**config.mk**
```make
export PLATFORM = sky130hd
export DESIGN_NAME = avalon_bus_arbiter
export DESIGN_NICKNAME = d
export VERILOG_FILES = /design/src/rtl/avalon_bus_arbiter.sv
export SDC_FILE = /design/constraint.sdc
export NUM_CORES = 1
export LEC_CHECK = 0
export CAP_MARGIN = 20
export CORE_AREA = 2 2 123 125
export DETAILED_ROUTE_END_ITERATION = 6
export DIE_AREA = 0 0 125 127
export HOLD_SLACK_MARGIN = 0.03
export SYNTH_ARGS = -nofsm -noshare
export SYNTH_HDL_FRONTEND = slang
export SYNTH_SLANG_ARGS = --single-unit
export TNS_END_PERCENT = 5
```
**constraint.sdc**
```tcl
create_clock -name clk -period 3.19 [get_ports clk]
set_input_delay 0.4785 -clock clk [delete_from_list [all_inputs] [get_ports clk]]
set_output_delay 0.4785 -clock clk [all_outputs]
set_load 0.005 [all_outputs]
```
**src/rtl/avalon_bus_arbiter.sv**
```systemverilog
// Two-master Avalon-MM arbiter in front of one shared memory port.
// Round-robin grant, no IDLE bubble between back-to-back transfers.
module avalon_bus_arbiter #(
  parameter int ADDR_W = 32,
  parameter int DATA_W = 32
) (
  input  logic                clk,
  input  logic                reset,
  input  logic [ADDR_W-1:0]   m0_address,
  input  logic                m0_read,
  input  logic                m0_write,
  input  logic [DATA_W/8-1:0] m0_byteenable,
  input  logic [DATA_W-1:0]   m0_writedata,
  output logic                m0_waitrequest,
  output logic [DATA_W-1:0]   m0_readdata,
  input  logic [ADDR_W-1:0]   m1_address,
  input  logic                m1_read,
  input  logic                m1_write,
  input  logic [DATA_W/8-1:0] m1_byteenable,
  input  logic [DATA_W-1:0]   m1_writedata,
  output logic                m1_waitrequest,
  output logic [DATA_W-1:0]   m1_readdata,
  output logic [ADDR_W-1:0]   s_address,
  output logic                s_read,
  output logic                s_write,
  output logic [DATA_W/8-1:0] s_byteenable,
  output logic [DATA_W-1:0]   s_writedata,
  input  logic                s_waitrequest,
  input  logic [DATA_W-1:0]   s_readdata,
  output logic [1:0]          grant
);

  localparam int BE_W = DATA_W / 8;

  typedef enum logic [1:0] {
    IDLE = 2'd0,
    OWN0 = 2'd1,
    OWN1 = 2'd2
  } state_e;

  state_e state_q, state_d;
  logic   last_q,  last_d;

  logic req0;
  logic req1;

  assign req0 = m0_read | m0_write;
  assign req1 = m1_read | m1_write;

  // Round-robin choice: a lone requester wins,
  // a tie goes to the master that was not served last.
  function automatic state_e pick(
    input logic r0,
    input logic r1,
    input logic lst
  );
    state_e s;
    s = IDLE;
    if (r0 && r1)
      s = lst ? OWN0 : OWN1;
    else if (r0)
      s = OWN0;
    else if (r1)
      s = OWN1;
    return s;
  endfunction

  // State and round-robin pointer registers.
  // last resets to 1 so m0 wins the first tie.
  always_ff @(posedge clk or negedge reset) begin
    if (!reset) begin
      state_q <= IDLE;
      last_q  <= 1'b1;
    end else begin
      state_q <= state_d;
      last_q  <= last_d;
    end
  end

  // Next-state: hold through wait states, re-arbitrate
  // on completion, drop to IDLE if the owner abandons.
  always_comb begin
    state_d = state_q;
    last_d  = last_q;
    unique case (state_q)
      IDLE: begin
        state_d = pick(req0, req1, last_q);
      end
      OWN0: begin
        if (!req0) begin
          state_d = IDLE;
        end else if (!s_waitrequest) begin
          last_d  = 1'b0;
          state_d = pick(req0, req1, 1'b0);
        end
      end
      OWN1: begin
        if (!req1) begin
          state_d = IDLE;
        end else if (!s_waitrequest) begin
          last_d  = 1'b1;
          state_d = pick(req0, req1, 1'b1);
        end
      end
      default: begin
        state_d = IDLE;
      end
    endcase
  end

  logic own0;
  logic own1;

  assign own0 = (state_q == OWN0);
  assign own1 = (state_q == OWN1);

  // Output mux: owner is wired straight through to memory,
  // everyone else is stalled and sees zero read data.
  // Write beats read when a master raises both.
  always_comb begin
    grant          = 2'b00;
    s_address      = '0;
    s_read         = 1'b0;
    s_write        = 1'b0;
    s_byteenable   = '0;
    s_writedata    = '0;
    m0_waitrequest = 1'b1;
    m0_readdata    = '0;
    m1_waitrequest = 1'b1;
    m1_readdata    = '0;
    unique case (1'b1)
      own0: begin
        grant          = 2'b01;
        s_address      = m0_address;
        s_write        = m0_write;
        s_read         = m0_read & ~m0_write;
        s_byteenable   = m0_byteenable;
        s_writedata    = m0_writedata;
        m0_waitrequest = s_waitrequest;
        m0_readdata    = s_readdata;
      end
      own1: begin
        grant          = 2'b10;
        s_address      = m1_address;
        s_write        = m1_write;
        s_read         = m1_read & ~m1_write;
        s_byteenable   = m1_byteenable;
        s_writedata    = m1_writedata;
        m1_waitrequest = s_waitrequest;
        m1_readdata    = s_readdata;
      end
      default: begin
        grant = 2'b00;
      end
    endcase
  end

  logic [BE_W-1:0] be_unused;
  assign be_unused = '0;

endmodule
```
# Word-level counts from Yosys, hierarchy flattened

Cells that the tools add are included.

Register bits: 3
Input port bits: 175
Output and inout bits: 138
Logic and storage cells: 48

Equality and inequality tests: 8
Reductions and logical operators: 5
Bitwise gates (word level): 6
Muxes and demuxes: 27

Operators with widths:

| operator                                       | count |
|---|---|
| case mux 32 bit (2 select lines)               | 2 |
| two-way mux 32 bit                             | 2 |
| two-way mux 2 bit                              | 11 |
| inequality test 2 bit (second input constant)  | 4 |
| case mux 4 bit (2 select lines)                | 1 |
| two-way mux 1 bit                              | 6 |
| inequality test 3 bit (second input constant)  | 2 |
| case mux 1 bit (2 select lines)                | 3 |
| case mux 2 bit (3 select lines)                | 1 |
| AND reduction 5 bit                            | 1 |
| case mux 2 bit (2 select lines)                | 1 |
| AND 1 bit                                      | 2 |
| == test 2 x 1 -> 1 bit (second input constant) | 1 |
| == test 2 bit (second input constant)          | 1 |
| logical NOT 2 bit                              | 1 |
| NOT 1 bit                                      | 2 |
| bitwise OR 1 bit                               | 2 |
| AND reduction 2 bit                            | 1 |
| nonzero test 2 bit                             | 1 |
| logical AND 1 bit                              | 1 |

# Longest topological paths before layout

Word-level depth: 6
Mapped depth: 7
Mapped depth without buffers: 5

# Worst setup path after synthesis

Ideal clock, no wire load.

Kind: register to output
Start point: reg state_q[0]
End point: out s_address[0]
Data required time: 2711 ps
Setup slack: 1337 ps
Arrival: 1375 ps
Path buffers: 3
Cell stages (with the launch flop): 8
Cell sequence: dfrtp_1 -> inv_1 -> ha_1 -> buf_2 -> buf_2 -> buf_2 -> a22oi_1 -> nor2b_1

Longest elaborated chain between the ends: 2
Elaborated cells between the ends (all ways): 3
Those cells by class: 2 x eq/ne; 1 x mux

Ends and longest elaborated chain:

| element                                                        | line     | RTL |
|---|---|---|
| start: declaration                                             | 41       | `state_e state_q, state_d;` |
| start signal: assignment                                       | 75       | `state_q <= state_d;` |
| == test 2 bit / == test 2 x 1 -> 1 bit (equally long branches) | 115, 114 |  |
| case mux 32 bit (2 select lines) *                             | 131      | `unique case (1'b1)` |
| end: declaration                                               | 23       | `output logic [ADDR_W-1:0] s_address,` |

Every way passes the cells marked *; elsewhere a longest branch is shown, timed or not.

# Final worst setup path

Start point: reg state_q[0]
End point: out s_writedata[29]

Longest elaborated chain between the ends: 2
Elaborated cells between the ends (all ways): 3
Those cells by class: 2 x eq/ne; 1 x mux

Ends and longest elaborated chain:

| element                                                        | line     | RTL |
|---|---|---|
| == test 2 bit / == test 2 x 1 -> 1 bit (equally long branches) | 115, 114 |  |
| case mux 32 bit (2 select lines) *                             | 131      |  |
| end: declaration                                               | 27       | `output logic [DATA_W-1:0] s_writedata,` |

Marks and branches as above.

==> results.py <==
metrics = {
    "final_layout": {
        "design_area_mm2": 0.005194,
        "post_layout_nonfiller_instances": 745,
        "nFillCells": 1476,
        "finish.net_count": 742,
        "post_route_cells_drive_above_1_share_pct": 3.209,
        "areaGrowthSynthToFinish_pct": 187.3,
        "layout_common_cells": "312 x sky130_fd_sc_hd__clkdlybuf4s50_1, 70 x sky130_fd_sc_hd__nor2b_1, 69 x sky130_fd_sc_hd__a22oi_1",
        "mostFrequentLayoutCell": "sky130_fd_sc_hd__clkdlybuf4s50_1",
        "diodes": 0,
    },
    "power_and_ir_drop": {
        "power.leakage_nw": 1.783,
        "peakVddDrop_mv": 0.4395,
        "p_int_mw": 2.011,
        "power.clock.fraction_pct": 6.1,
        "power.share.sequential_pct": 2.4,
        "p_per_area_mw_per_mm2": 630.8,
        "power.share.switching_pct": 38.61,
        "p_comb_share_pct": 91.4,
        "p_switching_mw": 1.265,
    },
    "setup_path": {
        "crit_arrival_ns": 2.43,
        "crit_path_end_kind": "output port",
        "r2r-start": "state_q[1]",
        "timing.critical_path.required_ns": 2.71,
        "category_of_the_most_critical_setup_path": "register to output port",
        "crit_start": "state_q[0]",
        "highest_net_fanout_along_the_worst_path": 28,
        "startpoint_type": "register",
    },
    "timing": {
        "setup_slack_ns": 0.2794,
        "min_period_over_period_pct": 91.24,
        "final_slew_violations": 0,
        "fin_worst_hold_slack_ns": 0.4384,
        "final_min_period_ns": 2.911,
        "clock.fmax_mhz": 343.6,
        "grt_setup_unrepaired": "no",
        "tightest_slew_ns": 0.3689,
        "report.final.hold_viol_count": 0,
        "setup_total_negative_slack_ns": 0,
        "fin_skew_ns": 0.001236,
        "finalSetupViolCount": 0,
        "slew_headroom_pct": 74.77,
    },
    "clocking": {
        "max-clock-path-buffers": 2,
        "numCtsBuffers": 3,
        "cts.hold.buffers_added": 0,
        "cts_root_buffer": "sky130_fd_sc_hd__clkbuf_16",
        "worst_setup_hold_path_clk_slew_ns": 0.03,
        "cts_tree": "yes",
        "cts_repair_resize_count": 0,
        "clock_latency_ns": 0.23,
        "clock_sink_count": 3,
        "postCtsSetupRepairBufs": 0,
        "htree_levels": 1,
    },
    "placed_design": {
        "placement.cell_area_mm2": 0.005115,
        "gp_congestion": 0.8403,
        "placement_stage_worst_setup_slack_ns": 0.5164,
        "placedCellCount": 741,
        "hpwlAfterDp_um": 9641,
        "buffer_ports.inserted": 312,
    },
    "drt": {
        "avgViaCountPerCell": 4.133,
        "overall_via_count_from_detail_route": 3079,
        "drtAntennaViolNets": 0,
        "remaining_drc_errors": 0,
        "firstDrtPassIters": 4,
        "detailedRoute.firstIterationViolations": 111,
        "wire_per_inst_um": 15.67,
        "drt-total-wl_um": 11680,
    },
    "synthesis": {
        "synth.lib_cells_used.distinct": 28,
        "synthesized_area_per_cell_um2": 6.746,
        "synthesis.nets": 448,
        "number_of_synthesized_register_bits": 3,
        "total_standard_cell_area_after_synthesis_mm2": 0.001808,
        "synthCells": 268,
        "yosys_warnings": 0,
        "synth_sequential_area_ratio_pct": 4.221,
    },
    "floorplanning": {
        "effective_utilization_at_floorplan_pct": 12.53,
        "core_mm2": 0.01442,
        "die_height_um": 127,
        "die_width_um": 125,
        "floorplan.io_pins": 313,
        "placementRows": 44,
        "total_die_area_mm2": 0.01588,
    },
    "global_routing": {
        "grt_first_pass_wirelength_um": 17510,
        "maximum_number_of_pins_on_one_net_before_global_route_repair": 48,
        "grt_use_total_pct": 13.36,
        "grt-ovfl-total": 0,
        "grt_antenna_before_repair": 0,
        "via_count_of_the_first_global_routing_pass": 3064,
    },
    "outcome": {
        "outcome": "finished, final reports clean",
    },
    "worst_hold_path": {
        "timing.hold.worst.class": "primary input to async pin",
    },
    "run": {
        "max_cap_violations": 0,
    },
}
-- power by group through the flow --
stage          sequential, mW  clock, mW  combinational [mW]
2_1_floorplan          0.0717          0                1.38
3_3_place_gp           0.0770          0                3.01
3_5_place_dp           0.0795          0                3.03
4_1_cts                0.0793      0.206                3.04
5_1_grt                0.0829      0.210                3.25
6_report               0.0792      0.201                3.00
-- synth_stat cells, drive strengths merged --
cell type	count	area (µm²)
nor2b	70	437.9
a22oi	69	518.0
and2	65	406.6
clkbuf	22	82.58
buf	10	58.81
ha	5	62.56
nand2b	3	18.77
dfrtp	2	50.05
inv	2	7.510
mux2	2	22.52
nand2	2	7.510
nor2	2	7.510
o21ai	2	10.01
a2111oi	1	8.760
a21boi	1	7.510
a21oi	1	5.000
a221oi	1	15.01
dfstp	1	26.28
mux2i	1	10.01
nor4	1	6.260
o21ba	1	10.01
o22ai	1	6.260
o311ai	1	8.760
or2	1	6.260
or4	1	7.510
-- layer usage --
layer  wire [µm]  vias to the layer above  global-route usage [%]
li1            -                     1522                       -
met1        4712                     1407                   16.23
met2        6176                      137                   25.38
met3         648                       13                   2.010
met4         138                        0                   1.961
met5           0                        -                       0
-- through the flow --
stage / power [mW] / utilization, %
final: 3.276 / 36.01
after global routing: 3.546 / 36.01
after CTS: 3.330 / 36.01
after detailed placement: 3.109 / 35.46
after global placement: 3.087 / 35.46
after floorplan: 1.449 / -
-- flip-flops by register name, indices dropped and copies added, names as in the netlist --
| register | count |
|---|---|
| state_q | 2 |
| last_q | 1 |
-- area by class of cell --
| cell class | count | area (µm²) | area share (%) |
|---|---|---|---|
| Clock buffer | 4 | 78.83 | 1.518 |
| Inverter | 2 | 7.507 | 0.1445 |
| Tap cell | 184 | 230.2 | 4.433 |
| Timing Repair Buffer | 321 | 3203 | 61.67 |
| Multi-Input combinational cell | 231 | 1598 | 30.76 |
| Sequential cell | 3 | 76.32 | 1.470 |
-- path summary, 6_finish.rpt --
check,slack [ns],to,cells past startpoint
min,0.44,state_q[0],1
max in group asynchronous,2.53,last_q,1
max,0.28,s_writedata[29],5
min reg2reg,0.63,last_q,1
max reg2reg,1.03,state_q[0],6
min in group clk,0.63,last_q,1
-- worst max-delay path, stage by stage (launching register included) --
cell                              delay [ns]
sky130_fd_sc_hd__dfrtp_1                0.42
sky130_fd_sc_hd__inv_1                  0.12
sky130_fd_sc_hd__ha_1                   0.53
sky130_fd_sc_hd__buf_4                  0.33
sky130_fd_sc_hd__nor2b_1                0.25
sky130_fd_sc_hd__clkdlybuf4s50_1        0.54
-- cells by family (layout without fill, tap and decap cells) --
logic type / Yosys count / after routing / synth area share (%)
AOI/OAI and AO/OA: 78 / 78 / 32.60
muxes: 3 / 3 / 1.799
buffers and inverters: 34 / 327 / 8.236
and+or+nand+nor: 145 / 145 / 49.69
adders and majority gates: 5 / 5 / 3.460
DFF: 3 / 3 / 4.222
No activity file was read; power rests on OpenSTA's default activity.
==> patch, RTL diff (same flow settings) <==
Make the reset (`reset`) synchronous in one clocked block.
--- a/src/rtl/avalon_bus_arbiter.sv
+++ b/src/rtl/avalon_bus_arbiter.sv
@@ -67,7 +67,7 @@
 
   // State and round-robin pointer registers.
   // last resets to 1 so m0 wins the first tie.
-  always_ff @(posedge clk or negedge reset) begin
+  always_ff @(posedge clk) begin
     if (!reset) begin
       state_q <= IDLE;
       last_q  <= 1'b1;
Behaviour: differs if reset is asserted again (counterexample within 4 cycles, from zero or initial values and one cycle with reset low); with reset held inactive, the same outputs for 10 cycles.
==> patch against the original RTL <==
- wire length fell by 1.4%
- cell count rose by 0.67%
- worst setup slack improved by 0.093 ns
- fmax rose by 3.3%
- critical path type unchanged
- synthesized area fell by 0.48%
- final area fell by 0.31%
- sequential cell count did not move
- global-route usage fell by 0.39 points
- critical path depth did not move
- first-iteration DRC count rose by 27%
Power is not compared: it rests on default switching activity, and its combinational part moved more than twofold at a synthesized area within 25%.
==> patch: results (changes against the original RTL) <==
hold crit path type: flip-flop to flip-flop
RD Place Congestion: 0.8501 (+1.2%)
status: complete, no violations
Post-Syn Nets: 455 (+1.6%)
# fillers: 1,495 (+1.3%)
Clock Skews: 0.004356 ns (+0.003120 ns)
pre-CTS setup slack: 0.5835 ns (+0.06703 ns)
vias in the first global route: 3,087 (+0.75%)
layout cells sized above 1: 2.124% (-1.1 points)
WL/cell: 15.34 um (-2.1%)
Area after DPL: 5096 um2 (-0.37%)
Compound-Gate Fraction of Synth Area: 32.27% (-0.33 points)
GRT Resource Usage Total: 12.97% (-0.39 points)
top_reg_cell synth: dfxtp_1
Post-synth ARST share: 0% (-100 points)
post-synthesis mux area share: 0% (-1.8 points)
non-filler cells, final: 750 (+0.67%)
Setup crit start: state_q[0]$_SDFFE_PN0P_
Synth cell types: 25 (-11%)
Synth area leaders: a22oi_1 29%, nor2b_1 25%, and2_1 23%
Slew Limit Headroom: 64.75% (-10 points)
hpwl dp: 9.344 mm (-3.1%)
DR iter-0 viols: 141 (+27%)
Max FO, Critical Path: 49 (+75%)
critical path arrival: 2.34 ns (-0.09 ns)
patch: cell type report:
| type | instances | area, um2 | share of cell area, % |
|---|---|---|---|
| Timing Repair Buffer | 318 | 3181 | 61.43 |
| Multi-Input combinational cell | 237 | 1614 | 31.17 |
| Tap cell | 184 | 230.2 | 4.447 |
| Clock buffer | 4 | 78.83 | 1.522 |
| Sequential cell | 3 | 60.06 | 1.160 |
| Inverter | 3 | 11.26 | 0.2175 |
| Antenna cell | 1 | 2.502 | 0.04833 |
patch: kinds of logic (layout without fill, tap and decap cells):
| kind of cell | after synthesis | count (layout) |
|---|---|---|
| AND/OR/NAND/NOR | 155 | 155 |
| AO/OA/AOI/OAI | 77 | 77 |
| buffers and inverters | 35 | 325 |
| adder cells (fa/ha/maj) | 5 | 5 |
| flip-flops | 3 | 3 |
| other | 0 | 1 |
patch: final timing paths:
check                        end  slack [ns]  cells after the start
max                s_address[13]        0.37                      5
min          last_q$_SDFFE_PN1P_        0.54                      2
max reg2reg  last_q$_SDFFE_PN1P_        1.07                      5
min reg2reg  last_q$_SDFFE_PN1P_        0.54                      2
patch: metal layers:
| metal | global-route usage (%) | vias to the layer above | wire length [um] |
|---|---|---|---|
| met5 | 0 | - | 0 |
| met3 | 2.638 | 8 | 776 |
| met4 | 1.176 | 0 | 91 |
| met1 | 15.59 | 1415 | 4607 |
| met2 | 24.68 | 143 | 6031 |
| li1 | - | 1547 | - |
patch: critical path: stages, from the launching register on:
cell and delay (ns):
dfxtp_1 0.43, ha_4 0.33, buf_4 0.49, a22oi_1 0.14
nor2b_1 0.16, clkdlybuf4s50_1 0.52
patch: per-stage QoR:
step                hold WS, ns  utilization, %
floorplan                0.4821               -
global placement         0.5019           35.33
detailed placement       0.5094           35.33
CTS                      0.5447           35.88
global route             0.5635           35.88
finish                   0.5353           35.90
patch: where the power goes:
group          leakage [nW]  switching [mW]  total [mW]  internal (mW)
Sequential           0.0248          0.0118      0.0582         0.0463
Clock                0.0382          0.0371       0.202          0.165
Combinational          1.65           0.580        1.46          0.881
